==> src/rtl/fetch_unit_if.sv <==
// Instruction-memory request/ready bus between the fetch stage and instruction memory.
// Latency: none; this bundle is wires only.
// Backpressure: memory holds imem_ready low to stretch a request; the requester keeps imem_addr stable meanwhile.
//
// Ports (master = fetch stage, slave = instruction memory):
//   imem_req    fetch request active
//   imem_addr   word address being fetched
//   imem_ready  imem_rdata is valid for imem_addr this cycle
//   imem_rdata  fetched instruction word
interface fetch_unit_if;
  logic        imem_req;
  logic [31:0] imem_addr;
  logic        imem_ready;
  logic [31:0] imem_rdata;

  modport master (
    output imem_req,
    output imem_addr,
    input  imem_ready,
    input  imem_rdata
  );

  modport slave (
    input  imem_req,
    input  imem_addr,
    output imem_ready,
    output imem_rdata
  );
endinterface

==> src/rtl/fetch_unit.sv <==
// MIPS instruction-fetch stage: owns the PC, fetches over imem, fills the IF/ID register.
// Latency: zero-wait memory gives one instruction per cycle, written to IF/ID at the edge imem_ready is sampled.
// Backpressure: stall freezes IF/ID; a word arriving under stall is parked in hold_buf and the request is dropped.
//
// Ports:
//   clock, reset_n      sole clock; synchronous active-low reset
//   stall               hazard unit asks decode to keep its current IF/ID contents
//   pc_src/jump_address one-cycle redirect from decode; honoured after the delay slot
//   imem (master)       request/ready instruction-memory bus, imem_addr is the PC
//   if_id_*             IF/ID pipeline register (instruction, its PC+4, valid)
module fetch_unit #(
  parameter logic [31:0] RESET_PC = 32'h0040_0000
) (
  input  logic         clock,
  input  logic         reset_n,
  input  logic         stall,
  input  logic         pc_src,
  input  logic [31:0]  jump_address,
  fetch_unit_if.master imem,
  output logic [31:0]  if_id_instruction,
  output logic [31:0]  if_id_pc_plus_four,
  output logic         if_id_valid
);

  // FETCH: request outstanding at pc_q.
  // HOLD:  word for pc_q already captured in hold_buf_q, waiting for stall to drop.
  typedef enum logic {
    FETCH = 1'b0,
    HOLD  = 1'b1
  } state_t;

  state_t      state_q;
  state_t      state_d;

  logic [31:0] pc_q;
  logic [31:0] hold_buf_q;
  logic        redirect_pending_q;
  logic [31:0] redirect_target_q;

  logic [31:0] pc_plus_four;
  logic [31:0] next_pc;
  logic [31:0] complete_word;
  logic        complete;       // an instruction moves into IF/ID at this edge
  logic        capture_hold;   // memory answered while decode is stalled
  logic        bubble;         // memory still busy and decode wants something

  // Wraps modulo 2^32 by construction of the 32-bit add.
  assign pc_plus_four = pc_q + 32'd4;

  // A redirect arriving in the same cycle as a completion wins over an older
  // pending one; either way the instruction completing now is the delay slot.
  always_comb begin
    next_pc = pc_plus_four;
    if (pc_src) begin
      next_pc = jump_address;
    end else if (redirect_pending_q) begin
      next_pc = redirect_target_q;
    end
    next_pc[1:0] = 2'b00;
  end

  // Next-state and handshake decode.
  always_comb begin
    state_d        = state_q;
    imem.imem_req  = 1'b0;
    imem.imem_addr = pc_q;
    complete       = 1'b0;
    capture_hold   = 1'b0;
    bubble         = 1'b0;
    complete_word  = imem.imem_rdata;

    // While in reset the request is dropped outright; memory tolerates this.
    if (reset_n) begin
      case (state_q)
        FETCH: begin
          imem.imem_req = 1'b1;
          if (imem.imem_ready && !stall) begin
            complete = 1'b1;
          end else if (imem.imem_ready) begin
            capture_hold = 1'b1;
            state_d      = HOLD;
          end else if (!stall) begin
            bubble = 1'b1;
          end
        end
        HOLD: begin
          // imem_ready is ignored here: no request is outstanding.
          complete_word = hold_buf_q;
          if (!stall) begin
            complete = 1'b1;
            state_d  = FETCH;
          end
        end
        default: begin
          state_d = FETCH;
        end
      endcase
    end
  end

  always_ff @(posedge clock) begin
    if (!reset_n) begin
      state_q <= FETCH;
    end else begin
      state_q <= state_d;
    end
  end

  // PC, parked word and redirect bookkeeping.
  always_ff @(posedge clock) begin
    if (!reset_n) begin
      pc_q               <= RESET_PC;
      hold_buf_q         <= 32'd0;
      redirect_pending_q <= 1'b0;
      redirect_target_q  <= 32'd0;
    end else begin
      if (complete) begin
        // pc_src (if any) is folded into next_pc, so nothing stays pending.
        pc_q               <= next_pc;
        redirect_pending_q <= 1'b0;
      end else if (pc_src) begin
        // Remember the target until the delay slot completes; a later
        // pc_src before that simply replaces it.
        redirect_pending_q <= 1'b1;
        redirect_target_q  <= jump_address;
      end
      if (capture_hold) begin
        hold_buf_q <= imem.imem_rdata;
      end
    end
  end

  // IF/ID register. A bubble only clears valid; the data fields keep their
  // last value so decode sees no spurious toggling.
  always_ff @(posedge clock) begin
    if (!reset_n) begin
      if_id_instruction  <= 32'd0;
      if_id_pc_plus_four <= 32'd0;
      if_id_valid        <= 1'b0;
    end else if (complete) begin
      if_id_instruction  <= complete_word;
      if_id_pc_plus_four <= pc_plus_four;
      if_id_valid        <= 1'b1;
    end else if (bubble) begin
      if_id_valid <= 1'b0;
    end
  end

endmodule

==> src/flat_wrapper.sv <==
// flat-port wrapper written by rule: the top's interface ports become plain ports
module fetch_unit_flat 
#(
  parameter logic [31:0] RESET_PC = 32'h0040_0000
)
  (clock, reset_n, stall, pc_src, jump_address, if_id_instruction, if_id_pc_plus_four, if_id_valid, imem_imem_req, imem_imem_addr, imem_imem_ready, imem_imem_rdata);
  fetch_unit_if imem_i ();
  input  logic clock;
  input  logic reset_n;
  input  logic stall;
  input  logic pc_src;
  input  logic [31:0] jump_address;
  output logic [31:0] if_id_instruction;
  output logic [31:0] if_id_pc_plus_four;
  output logic if_id_valid;
  output wire logic [$bits(imem_i.imem_req)-1:0] imem_imem_req;
  output wire logic [$bits(imem_i.imem_addr)-1:0] imem_imem_addr;
  input wire logic [$bits(imem_i.imem_ready)-1:0] imem_imem_ready;
  input wire logic [$bits(imem_i.imem_rdata)-1:0] imem_imem_rdata;
  assign imem_imem_req = imem_i.imem_req;
  assign imem_imem_addr = imem_i.imem_addr;
  assign imem_i.imem_ready = imem_imem_ready;
  assign imem_i.imem_rdata = imem_imem_rdata;
  fetch_unit #(.RESET_PC(RESET_PC)) u_core (.clock(clock), .reset_n(reset_n), .stall(stall), .pc_src(pc_src), .jump_address(jump_address), .imem(imem_i), .if_id_instruction(if_id_instruction), .if_id_pc_plus_four(if_id_pc_plus_four), .if_id_valid(if_id_valid));
endmodule
==> config.mk <==
export PLATFORM = sky130hd
export DESIGN_NAME = fetch_unit_flat
export DESIGN_NICKNAME = d
export VERILOG_FILES = /design/src/rtl/fetch_unit_if.sv /design/src/rtl/fetch_unit.sv /design/src/flat_wrapper.sv
export SDC_FILE = /design/constraint.sdc
export NUM_CORES = 1
export LEC_CHECK = 0
export ABC_AREA = 0
export BUFFER_PORTS_ARGS = -buffer_cell sky130_fd_sc_hd__clkbuf_2
export CAP_MARGIN = 20
export CORE_ASPECT_RATIO = 1.4
export CORE_UTILIZATION = 36
export CTS_BUF_LIST = sky130_fd_sc_hd__clkbuf_8
export DETAILED_ROUTE_END_ITERATION = 10
export GPL_ROUTABILITY_DRIVEN = 0
export GPL_TIMING_DRIVEN = 0
export SLEW_MARGIN = 40
export SYNTH_ARGS = -nofsm -noshare
export SYNTH_HDL_FRONTEND = slang
export SYNTH_SLANG_ARGS = --single-unit
export TNS_END_PERCENT = 100
==> constraint.sdc <==
create_clock -name clock -period 2.15 [get_ports clock]
set_input_delay 0.3225 -clock clock [delete_from_list [all_inputs] [get_ports clock]]
set_output_delay 0.3225 -clock clock [all_outputs]
set_load 0.01 [all_outputs]
==> metrics.md, run 1 <==
| Metric | Value |
|---|---|
| Number of warning messages in the yosys log | `0` |
| Final setup violation count | `0` |
| TritonCTS buffer count | `17` |
| Die Y-Extent | `167.8 µm` |
| Count of unresolved DRC violations after routing | `0` |
| Min Clock Period, post-route | `2049 ps` |
| Int Pwr | `approximately 0.0045 W` |
| Buf/Inv on CP | `4` |
| Area after DPL | `8189 µm²` |
| Final Core Density | `44.75%` |
| Count of max-cap constraint violations | `0` |
| Sort of element at the end of the critical path | `register` |
| Power density relative to cell area | `752.7 nW/µm²` |
| Routed vias/inst | `approximately 5.3` |
| Cell family contributing the most delay on the critical path | `buffers and inverters` |
| Reg2Reg Depth | `6` |
| Cell area after layout | `8601 µm²` |
| Layout Cells excl Fill | `1296` |
| Top-level port count | `167` |
| Fraction of synthesized cell area in xor and xnor cells | `3.222%` |
| Clock root cell | `clkbuf_8` |
| Cell occurring most often along the worst timing path | `buf_2` |
| Sequential area share after synthesis | `44.48%` |
| Distinct cell type count after synthesis | `66` |
| Wire length of the first global-routing pass | `35.12 mm` |
| Hold Crit Depth | `3` |
| Area enclosed by the die boundary | `slightly above 20000 µm²` |
| Worst-margin pin slew | `roughly 770 ps` |
| Adder-cell share of the synthesized area | `0.1771%` |
| Share of power burned in registers | `between 50% and 60%` |
| Result of the run | `finished, final reports clean` |
| Delay contributed by the slowest stage of the critical path | `~500 ps` |
| Leakage power | `3.453 nW` |
| Number of port buffers | `between 150 and 200` |
| Row Count | `60` |
| Synth Instances | `853` |
| Effective utilization at floorplan | `36.77%` |
| # diodes | `0` |
| Placeable core area | `slightly below 20000 µm²` |
| Min-delay worst type | `in -> reg` |
| Async set-or-reset flop fraction in the synthesized netlist | `0%` |
| Ys flop type | `dfxtp_1` |
| Initial drt markers | `595` |
| Flip-flop and latch count after synthesis | `~160` |
| Clk network pwr share | `34.7%` |
| Critical path arrival | `2370 ps` |
| # placed instances | `1264` |
| Highest net fanout along the worst path | `10` |
| Most frequently used cell type in the post-synthesis netlist | `dfxtp_1` |
| Clock insertion delay at the later pin of the skew report | `470 ps` |
| Highest clock rate | `0.4880 GHz` |
| Aggregate global-route resource usage | `22.85%` |
| Wire length per cell | `17.77 µm` |
| Multiplexer fraction of the synthesized cell area | `4.816%` |
| Synth top cells by count | `dfxtp_1 (157), nand2_1 (155), nor2_1 (77)` |
| Mean instance size in the synthesized netlist | `8.285 µm²` |
| Total Nets Final | `1105` |
| Number of endpoints with negative hold slack in the final report | `0` |
| Maximum number of pins on one net before global-route repair | `17` |
| Clock tree buffer depth | `2` |
| Levels on crit path | `6` |
| Clock tree from TritonCTS | `yes` |
| Worst-path cell chain | `buf_2 -> o21ba_2 -> buf_2 -> buf_2 -> buf_1 -> o221ai_1` |
| Signed area change from the synthesized netlist to the final layout | `21.71%` |
| Vias in the first global route | `6338` |
| Antenna Nets Post-Route | `0` |
| Largest clock skew in the final design | `14.70 ps` |
| Combinational family with the most area after synthesis | `compound AO/OA/AOI/OAI gates` |
| DR vias | `6852` |
| Number of enable flip-flop cells after synthesis | `0` |
| Total power draw | `0.006473 W` |
| Unrepaired setup endpoints after global routing | `no` |
| Net Sw Frac | `approximately 30%` |
| Share of total power in combinational logic | `15.1%` |
| Clock transition at the registers of the reported paths | `90 ps` |
| Remaining max-slew budget at the tightest pin | `roughly 50%` |
| H-Tree Level Count | `4` |
| VDD IR max | `0.3401 mV` |
| 1st-pass router iterations | `6` |
| Worst Setup Path Type | `reg -> reg` |
| Aggregate global routing overflow | `0` |
| Total routed wirelength | `around 23 mm` |
| Complex-gate fraction of the synthesized area | `between 20% and 30%` |
| Area leader, netlist | `dfxtp_1` |
| Simple-gate share of the synthesized area | `roughly a fifth` |
| Post-Syn Area | `between 7000 and 8000 µm²` |
| Antenna violations before repair | `0` |
| Required time worst endpoint | `~2500 ps` |
| Cell with the largest stage delay on the worst path | `buf_1` |
| Startpoint types | `register` |
| Max Slew Vio Count | `0` |
| Largest cells by area after synthesis | `dfxtp_1 (44%), nand2_1 (8.2%), o21ai_0 (4.9%), mux2i_1 (4.8%), a21oi_1 (4.7%)` |
| Layout cells sized above 1 | `23.09%` |
| Die outline width | `120.4 µm` |
| Hold-fix buffers at CTS | `0` |
| DP Wirelength | `17.38 mm` |
| Fraction of synthesized cell area taken by the top area cell type | `44.48%` |
| Sw Pwr | `between 0.0015 and 0.002 W` |
| Share of the clock period used by the worst path after layout | `95.31%` |
| Sinks on Clock Net | `about 160` |
## metal layers
metal  GRT usage [%]  vias to the layer above  part of all wire (%)
li1                -                     3375                     -
met1           28.08                     3191                    43
met2           38.26                      241                    48
met3           3.963                       45                   5.4
met4           11.33                        0                   3.6
met5               0                        -                     0
## worst min-delay path, delay by kind of cell
kind / cells / cell delay [ps]
compound gates: 1 / 50
simple gates: 1 / 40
buf+inv: 1 / 90
## logic make-up (layout without fill, tap and decap cells)
family | after synthesis | in the layout
AND/OR/NAND/NOR | 311 | 311
AO/OA/AOI/OAI | 243 | 243
flip-flops | 157 | 157
buffers and inverters | 80 | 272
multiplexers | 34 | 34
XOR/XNOR | 26 | 26
adder cells (fa/ha/maj) | 1 | 1
other | 1 | 4
## power groups by stage
stage | Combinational [W] | Sequential, W | Clock (W)
after global placement | 0.000968 | 0.00331 | 0
after floorplan | 0.000520 | 0.00334 | 0
after detailed placement | 0.000975 | 0.00332 | 0
after CTS | 0.000979 | 0.00325 | 0.00228
final | 0.000978 | 0.00325 | 0.00224
after global routing | 0.00108 | 0.00327 | 0.00240
## layout make-up
cell class	count	area, µm²
fillers	2001	10620
multi-input cells	619	3581
flip-flops and latches	157	3146
repair buffers	160	800.8
plain buffers	72	340.3
well taps	248	310.3
clock buffers	18	247.7
clock inverters	14	145.1
inverters	8	30.03
## sequential cells by signal, indices dropped and copies added (netlist names)
register	cells
u_core.hold_buf_q	32
u_core.if_id_instruction	32
u_core.if_id_pc_plus_four	30
u_core.imem.imem_addr	30
u_core.redirect_target_q	30
u_core.if_id_valid	1
u_core.redirect_pending_q	1
u_core.state_q	1
## what timing repair did
item                       in CTS  in global routing
gates resized for setup         0                 10
setup buffers                   0                  0
setup endpoints to repair       0                 31
## final timing paths
| kind | from | endpoint | slack [ps] |
|---|---|---|---|
| max | u_core.state_q | u_core.imem.imem_addr[21] | 100 |
| min | imem_imem_rdata[31] | u_core.hold_buf_q[31] | 60 |
| max reg2reg | u_core.state_q | u_core.imem.imem_addr[21] | 100 |
| min reg2reg | u_core.redirect_target_q[5] | u_core.redirect_target_q[5] | 460 |
## cells in the final DEF, fill, tap and decap left out, types with 3 or more instances in the layout
cell and instances:
clkbuf_2 163, dfxtp_1 155, nand2_1 154, nor2_1 77
o21ai_0 69, a21oi_1 67, a211oi_1 44, clkbuf_1 35
mux2i_1 34, clkbuf_8 18, nand3_1 17, xnor2_1 16
nor3_1 14, buf_2 13, o22ai_1 11, buf_1 10
xor2_1 10, buf_4 9, and3_1 8, inv_1 8
nand4_1 8, o211ai_1 7, a22oi_1 6, nor4_1 5
a221o_1 5, a221oi_1 5, nor4_4 4, conb_1 4
clkinv_4 4, a211o_1 3, nor3_2 3, a31oi_1 3
a222oi_1 3
## through the flow
step                      hold slack (ps)  setup WS, ps  TNS [ps]
after global placement              438.3        -100.8    -100.8
after detailed placement            446.7        -99.85    -99.85
final                               62.49         100.9         0
after global routing                65.20         12.23         0
after floorplan                     431.1         375.7         0
after CTS                           41.97         46.48         0
Power figures use the tool's default switching activity.
==> inputs of run 2 (changes only) <==
CELL_PAD_IN_SITES_DETAIL_PLACEMENT = 0   (was unset)
CELL_PAD_IN_SITES_GLOBAL_PLACEMENT = 1   (was unset)
PLACE_DENSITY_LB_ADDON = 0.1   (was unset)
==> run 2 against run 1 <==
Net effect:
- combinational power rose by 2%
- largest cell class unchanged
- sequential power barely moved
- critical endpoint is now u_core.imem.imem_addr[25]
- clock power rose by 8.9%
- power rose by 3.3%
- register-to-register slack got worse by 30 ps
- utilization rose by 0.38 points
==> metrics.md, run 2 (synthesis results as in run 1) <==
| Metric | Value |
|---|---|
| Commonest cells after routing, fill and taps aside | `clkbuf_2 (163), dfxtp_1 (155), nand2_1 (154)` |
| Wire length per cell | `18.89 µm (+6.3%)` |
| Net Sw Frac | `29.99% (+0.091 points)` |
| Placeable core area | `19220 µm² (unchanged)` |
| Sort of element at the end of the critical path | `register` |
| Remaining max-slew budget at the tightest pin | `45.18% (-3.5 points)` |
| Die outline width | `120.4 µm (unchanged)` |
| Area enclosed by the die boundary | `20200 µm² (unchanged)` |
| Cell family contributing the most delay on the critical path | `simple AND/OR/NAND/NOR gates` |
| H-Tree Level Count | `4 (unchanged)` |
| Aggregate global-route resource usage | `24.18% (+1.3 points)` |
| Number of port buffers | `160 (unchanged)` |
| Routed vias/inst | `5.257 (-0.58%)` |
| Effective utilization at floorplan | `36.77% (unchanged)` |
| Signed area change from the synthesized netlist to the final layout | `22.73%` |
| Maximum number of pins on one net before global-route repair | `17 (unchanged)` |
| Highest net fanout along the worst path | `8 (-2)` |
| Count of unresolved DRC violations after routing | `0 (unchanged)` |
| Antenna Nets Post-Route | `0 (unchanged)` |
| Final Core Density | `45.13% (+0.38 points)` |
| Int Pwr | `0.004680 W (+3.1%)` |
| Clock tree buffer depth | `2 (unchanged)` |
| Critical path arrival | `2390 ps (+20 ps)` |
| Sinks on Clock Net | `157 (unchanged)` |
| Worst-margin pin slew | `822.3 ps (+52.80 ps)` |
| Largest clock skew in the final design | `15.72 ps (+1.013 ps)` |
| Busiest layer in global routing | `met2` |
| Max Slew Vio Count | `0 (unchanged)` |
| Row Count | `60 (unchanged)` |
| Sw Pwr | `0.002005 W (+3.6%)` |
| Clock transition at the registers of the reported paths | `100 ps (about the same)` |
| Startpoint types | `register` |
| Die Y-Extent | `167.8 µm (unchanged)` |
| Vias in the first global route | `6528 (+3.0%)` |
| Highest clock rate | `0.4819 GHz (-1.3%)` |
| Share of total power in combinational logic | `14.9% (-0.2 points)` |
| Total routed wirelength | `24.52 mm (+6.5%)` |
| Clock root cell | `clkbuf_8` |
| Leading registers by flop count | `u_core.hold_buf_q: 32 flops, u_core.if_id_instruction: 32 flops` |
| Share of the clock period used by the worst path after layout | `96.52% (+1.2 points)` |
| VDD IR max | `0.3075 mV (-9.6%)` |
| Share of power burned in registers | `48.6% (-1.6 points)` |
| Worst-path cell chain | `and4_1 -> nand3_2 -> nor3_2 -> xnor2_1 -> o22ai_1` |
| Antenna violations before repair | `0 (unchanged)` |
| DR vias | `6823 (-0.42%)` |
| Clock insertion delay at the later pin of the skew report | `470 ps (about the same)` |
| Power density relative to cell area | `770.7 nW/µm² (+2.4%)` |
| Global routing met3 resource utilization | `4.573% (+0.61 points)` |
| 1st-pass router iterations | `6 (unchanged)` |
| Wire length of the first global-routing pass | `37.20 mm (+5.9%)` |
| Cell with the largest stage delay on the worst path | `dfxtp_1` |
| Post-route worst hold slack | `61.34 ps (-1.147 ps)` |
| Top-level port count | `167 (unchanged)` |
| Met2 GRT Util | `41.75% (+3.5 points)` |
| Min Clock Period, post-route | `2075 ps (+26.08 ps)` |
| Aggregate global routing overflow | `0 (unchanged)` |
| # diodes | `0 (unchanged)` |
| Result of the run | `finished, final reports clean` |
| DP Wirelength | `18.13 mm (+4.3%)` |
| Clock tree from TritonCTS | `yes` |
| Count of max-cap constraint violations | `0 (unchanged)` |
| Total power draw | `0.006685 W (+3.3%)` |
| TritonCTS buffer count | `17 (unchanged)` |
| Buf/Inv on CP | `0 (-4)` |
| Clk network pwr share | `36.5% (+1.8 points)` |
| Final setup violation count | `0 (unchanged)` |
| Number of endpoints with negative hold slack in the final report | `0 (unchanged)` |
| Layout cells sized above 1 | `23.71% (+0.62 points)` |
| Leakage power | `3.476 nW (+0.66%)` |
| Met1 usage in global routing | `29.13% (+1.1 points)` |
| Required time worst endpoint | `2460 ps (about the same)` |
| Total Nets Final | `1107 (+0.18%)` |
| Delay contributed by the slowest stage of the critical path | `620 ps (+120 ps)` |
| Worst Setup Path Type | `reg -> reg` |
| Min-delay worst type | `in -> reg` |
| Initial drt markers | `484 (-19%)` |
| Most common cell after layout, fill and taps aside | `clkbuf_2` |
==> run 2: layer usage <==
layer / vias up / share of wire (%)
met3: 36 / 4.5
met5: - / 0
met1: 3204 / 42
li1: 3387 / -
met4: 0 / 3.0
met2: 196 / 50
==> run 2: area by class of cell <==
type                            instances  area (µm²)
Clock inverter                         14       183.9
Tap cell                              248       310.3
Inverter                                8       30.03
Clock buffer                           18       247.7
Fill cell                            2078       10550
Timing Repair Buffer                  162       815.8
Buffer                                 72       340.3
Sequential cell                       157        3146
Multi-Input combinational cell        619        3600
==> run 2: worst min-delay path: stages <==
cell and delay (ps):
clkbuf_2 90, nand2_1 40, o21ai_0 50
==> run 2: per-stage QoR <==
| step | instances | setup slack, ps | setup TNS, ps | cell area, µm² |
|---|---|---|---|---|
| after floorplan | 856 | 375.7 | 0 | 7078 |
| after global placement | 1264 | -170.8 | -1254 | 8189 |
| after detailed placement | 1264 | -172.8 | -1401 | 8189 |
| after CTS | 1296 | 1.027 | 0 | 8631 |
| after global routing | 1298 | -9.289 | -9.289 | 8673 |
| final | 1298 | 74.84 | 0 | 8673 |
==> run 2: final timing paths <==
check                                from                            to  slack [ps]  cells after the start
max              u_core.imem.imem_addr[4]     u_core.imem.imem_addr[25]          70                      5
min                   imem_imem_rdata[26]         u_core.hold_buf_q[26]          60                      3
max reg2reg      u_core.imem.imem_addr[4]     u_core.imem.imem_addr[25]          70                      5
min reg2reg  u_core.redirect_target_q[18]  u_core.redirect_target_q[18]         460                      2
==> run 2: power groups by stage <==
stage	sequential [W]	clock [W]	combinational (W)
after floorplan	0.00334	0	0.000520
after global placement	0.00331	0	0.000991
after detailed placement	0.00332	0	0.000994
after CTS	0.00325	0.00249	0.000998
after global routing	0.00327	0.00260	0.00110
final	0.00325	0.00244	0.000996
==> run 2: timing repair <==
action                                  in CTS  in global routing
endpoints found under the setup margin      35                 50
gates resized for setup                      4                  9
pin swaps                                    0                  3
hold buffers                                 0                  0
buffers inserted                             0                  1
==> inputs of run 3 (changes only) <==
CORE_ASPECT_RATIO = 1.1   (was 1.4)
==> run 3 against run 2 <==
Net effect:
- fmax grew 0.66%
- sequential share of layout area grew 0.24 points
- worst setup slack gained 14 ps
- critical path type unchanged
- highest routed layer unchanged
==> metrics.md, run 3 (synthesis results as in run 1) <==
| Metric | Value |
|---|---|
| Aggregate global routing overflow | `0 (unchanged)` |
| Setup repair bufs after CTS | `0 (unchanged)` |
| Max Slew Vio Count | `0 (unchanged)` |
| Initial drt markers | `427 (-12%)` |
| Wire length of the first global-routing pass | `36.59 mm (-1.7%)` |
| TritonCTS buffer count | `17 (unchanged)` |
| Setup Total Neg Slack | `0 ps (unchanged)` |
| Count of unresolved DRC violations after routing | `0 (unchanged)` |
| Worst-path cell chain | `or2_1 -> clkbuf_1 -> buf_1 -> nor3_1 -> a221oi_1 -> o22ai_1` |
| Startpoint types | `register` |
| Sort of element at the end of the critical path | `register` |
| Largest clock skew in the final design | `9.433 ps (-6.284 ps)` |
| Count of max-cap constraint violations | `0 (unchanged)` |
| DR vias | `6745 (-1.1%)` |
| Leading registers by flop count | `u_core.hold_buf_q: 32 flops, u_core.if_id_instruction: 32 flops` |
| Hold Crit Depth | `3 (unchanged)` |
| Vias in the first global route | `6552 (+0.37%)` |
| Required time worst endpoint | `2490 ps (+30 ps)` |
| Row Count | `53 (-12%)` |
| Net Sw Frac | `30.41% (+0.41 points)` |
| Die Y-Extent | `148.9 µm (-11%)` |
| Area enclosed by the die boundary | `20190 µm² (about the same)` |
| Top-level port count | `167 (unchanged)` |
| Result of the run | `finished, final reports clean` |
| Wire length per cell | `18.11 µm (-4.1%)` |
| Remaining max-slew budget at the tightest pin | `44.89% (-0.29 points)` |
| Final setup violation count | `0 (unchanged)` |
| Antenna violations before repair | `0 (unchanged)` |
| Sinks on Clock Net | `157 (unchanged)` |
| Routed vias/inst | `5.208 (-0.91%)` |
| Critical path arrival | `2400 ps (about the same)` |
| Layout Cells excl Fill | `1295 (-0.23%)` |
| 1st-pass router iterations | `7 (+1)` |
| # diodes | `0 (unchanged)` |
| Share of the clock period used by the worst path after layout | `95.88% (-0.64 points)` |
| Placeable core area | `19160 µm² (-0.28%)` |
| Clock tree buffer depth | `2 (unchanged)` |
| # placed instances | `1263 (-0.079%)` |
| Aggregate global-route resource usage | `24.00% (-0.18 points)` |
| Total Nets Final | `1105 (-0.18%)` |
| Min Clock Period, post-route | `2061 ps (-13.67 ps)` |
| Leakage power | `3.449 nW (-0.75%)` |
| Layout cells sized above 1 | `23.38% (-0.34 points)` |
| Maximum number of pins on one net before global-route repair | `17 (unchanged)` |
| Signed area change from the synthesized netlist to the final layout | `21.88%` |
| Number of endpoints with negative hold slack in the final report | `0 (unchanged)` |
| Delay contributed by the slowest stage of the critical path | `510 ps (-110 ps)` |
| Die outline width | `135.6 µm (+13%)` |
| Clk network pwr share | `34.9% (-1.6 points)` |
| Clock insertion delay at the later pin of the skew report | `460 ps (about the same)` |
| Reg2Reg Depth | `6 (+1)` |
| Total routed wirelength | `23.46 mm (-4.3%)` |
| Cell with the largest stage delay on the worst path | `buf_1` |
| Share of total power in combinational logic | `15.1% (+0.2 points)` |
| Highest clock rate | `0.4851 GHz (+0.66%)` |
| Clock tree from TritonCTS | `yes` |
| Worst Setup Path Type | `reg -> reg` |
| Clock root cell | `clkbuf_8` |
| Share of power burned in registers | `50.0% (+1.4 points)` |
| Commonest cells after routing, fill and taps aside | `clkbuf_2 (163), dfxtp_1 (156), nand2_1 (154)` |
| Most common cell after layout, fill and taps aside | `clkbuf_2` |
| Sw Pwr | `0.001977 W (-1.4%)` |
| H-Tree Level Count | `4 (unchanged)` |
| Unrepaired setup endpoints after global routing | `no` |
| Number of port buffers | `160 (unchanged)` |
| Effective utilization at floorplan | `36.87% (+0.10 points)` |
| Worst-margin pin slew | `826.7 ps (+4.418 ps)` |
| Clock transition at the registers of the reported paths | `90 ps (about the same)` |
| Total power draw | `0.006501 W (-2.7%)` |
| Highest net fanout along the worst path | `10 (+2)` |
| Power density relative to cell area | `754.8 nW/µm² (-2.1%)` |
| Min-delay worst type | `in -> reg` |
| Int Pwr | `0.004524 W (-3.3%)` |
| Antenna Nets Post-Route | `0 (unchanged)` |
| VDD IR max | `0.3442 mV (+12%)` |
| DP Wirelength | `17.63 mm (-2.8%)` |
-- run 3: cell types whose count changed in the layout (fill, tap and decap cells not counted), sizes merged --
cell,previous run,this run
buf,35,34
bufinv,3,2
clkbuf,216,214
clkinvlp,1,2
inv,10,11
-- run 3: power by group through the flow --
stage	Combinational, W	Sequential, W	Clock (W)
final	0.000983	0.00325	0.00227
after global routing	0.00109	0.00328	0.00247
after CTS	0.000988	0.00325	0.00233
after detailed placement	0.000984	0.00332	0
after global placement	0.000983	0.00331	0
after floorplan	0.000520	0.00334	0
-- run 3: stage by stage --
stage	utilization (%)	setup slack [ps]	cell area [µm²]	hold WS, ps
global route	44.94	0.7931	8613	51.62
finish	44.94	88.51	8613	72.49
floorplan	-	375.7	7078	431.1
CTS	44.79	25.53	8584	42.26
detailed placement	42.72	-157.1	8188	445.9
global placement	42.72	-154.8	8188	441.7
-- run 3: what timing repair did --
item / in CTS / in global routing
setup endpoints to repair: 0 / 43
hold buffers: 0 / 0
resized for setup: 0 / 12
-- run 3: per-layer routing --
layer	up-vias	track usage, %	part of all wire (%)
li1	3385	-	-
met1	3113	31.61	45
met2	211	38.70	46
met3	36	4.111	5.8
met4	0	9.607	2.6
met5	-	0	0
-- run 3: critical path, delay by kind of cell (launching register included) --
family                 cells  cell delay [ps]
AO/OA/AOI/OAI              2              460
buffers and inverters      2              860
flip-flops                 1              360
AND/OR/NAND/NOR            2              250
-- run 3: layout make-up --
class / instances / area, µm²
Buffer: 72 / 340.3
Clock buffer: 17 / 234.0
Clock inverter: 15 / 162.7
Fill cell: 1987 / 10550
Inverter: 8 / 30.03
Multi-Input combinational cell: 619 / 3592
Sequential cell: 157 / 3144
Tap cell: 247 / 309.0
Timing Repair Buffer: 160 / 800.8
-- run 3: final timing paths --
check / from / endpoint / slack (ps)
hold / removal: imem_imem_rdata[14] / u_core.hold_buf_q[14] / 70
hold reg to reg: u_core.redirect_target_q[30] / u_core.redirect_target_q[30] / 460
setup reg to reg: u_core.redirect_pending_q / u_core.imem.imem_addr[15] / 90
setup / recovery: u_core.redirect_pending_q / u_core.imem.imem_addr[15] / 90
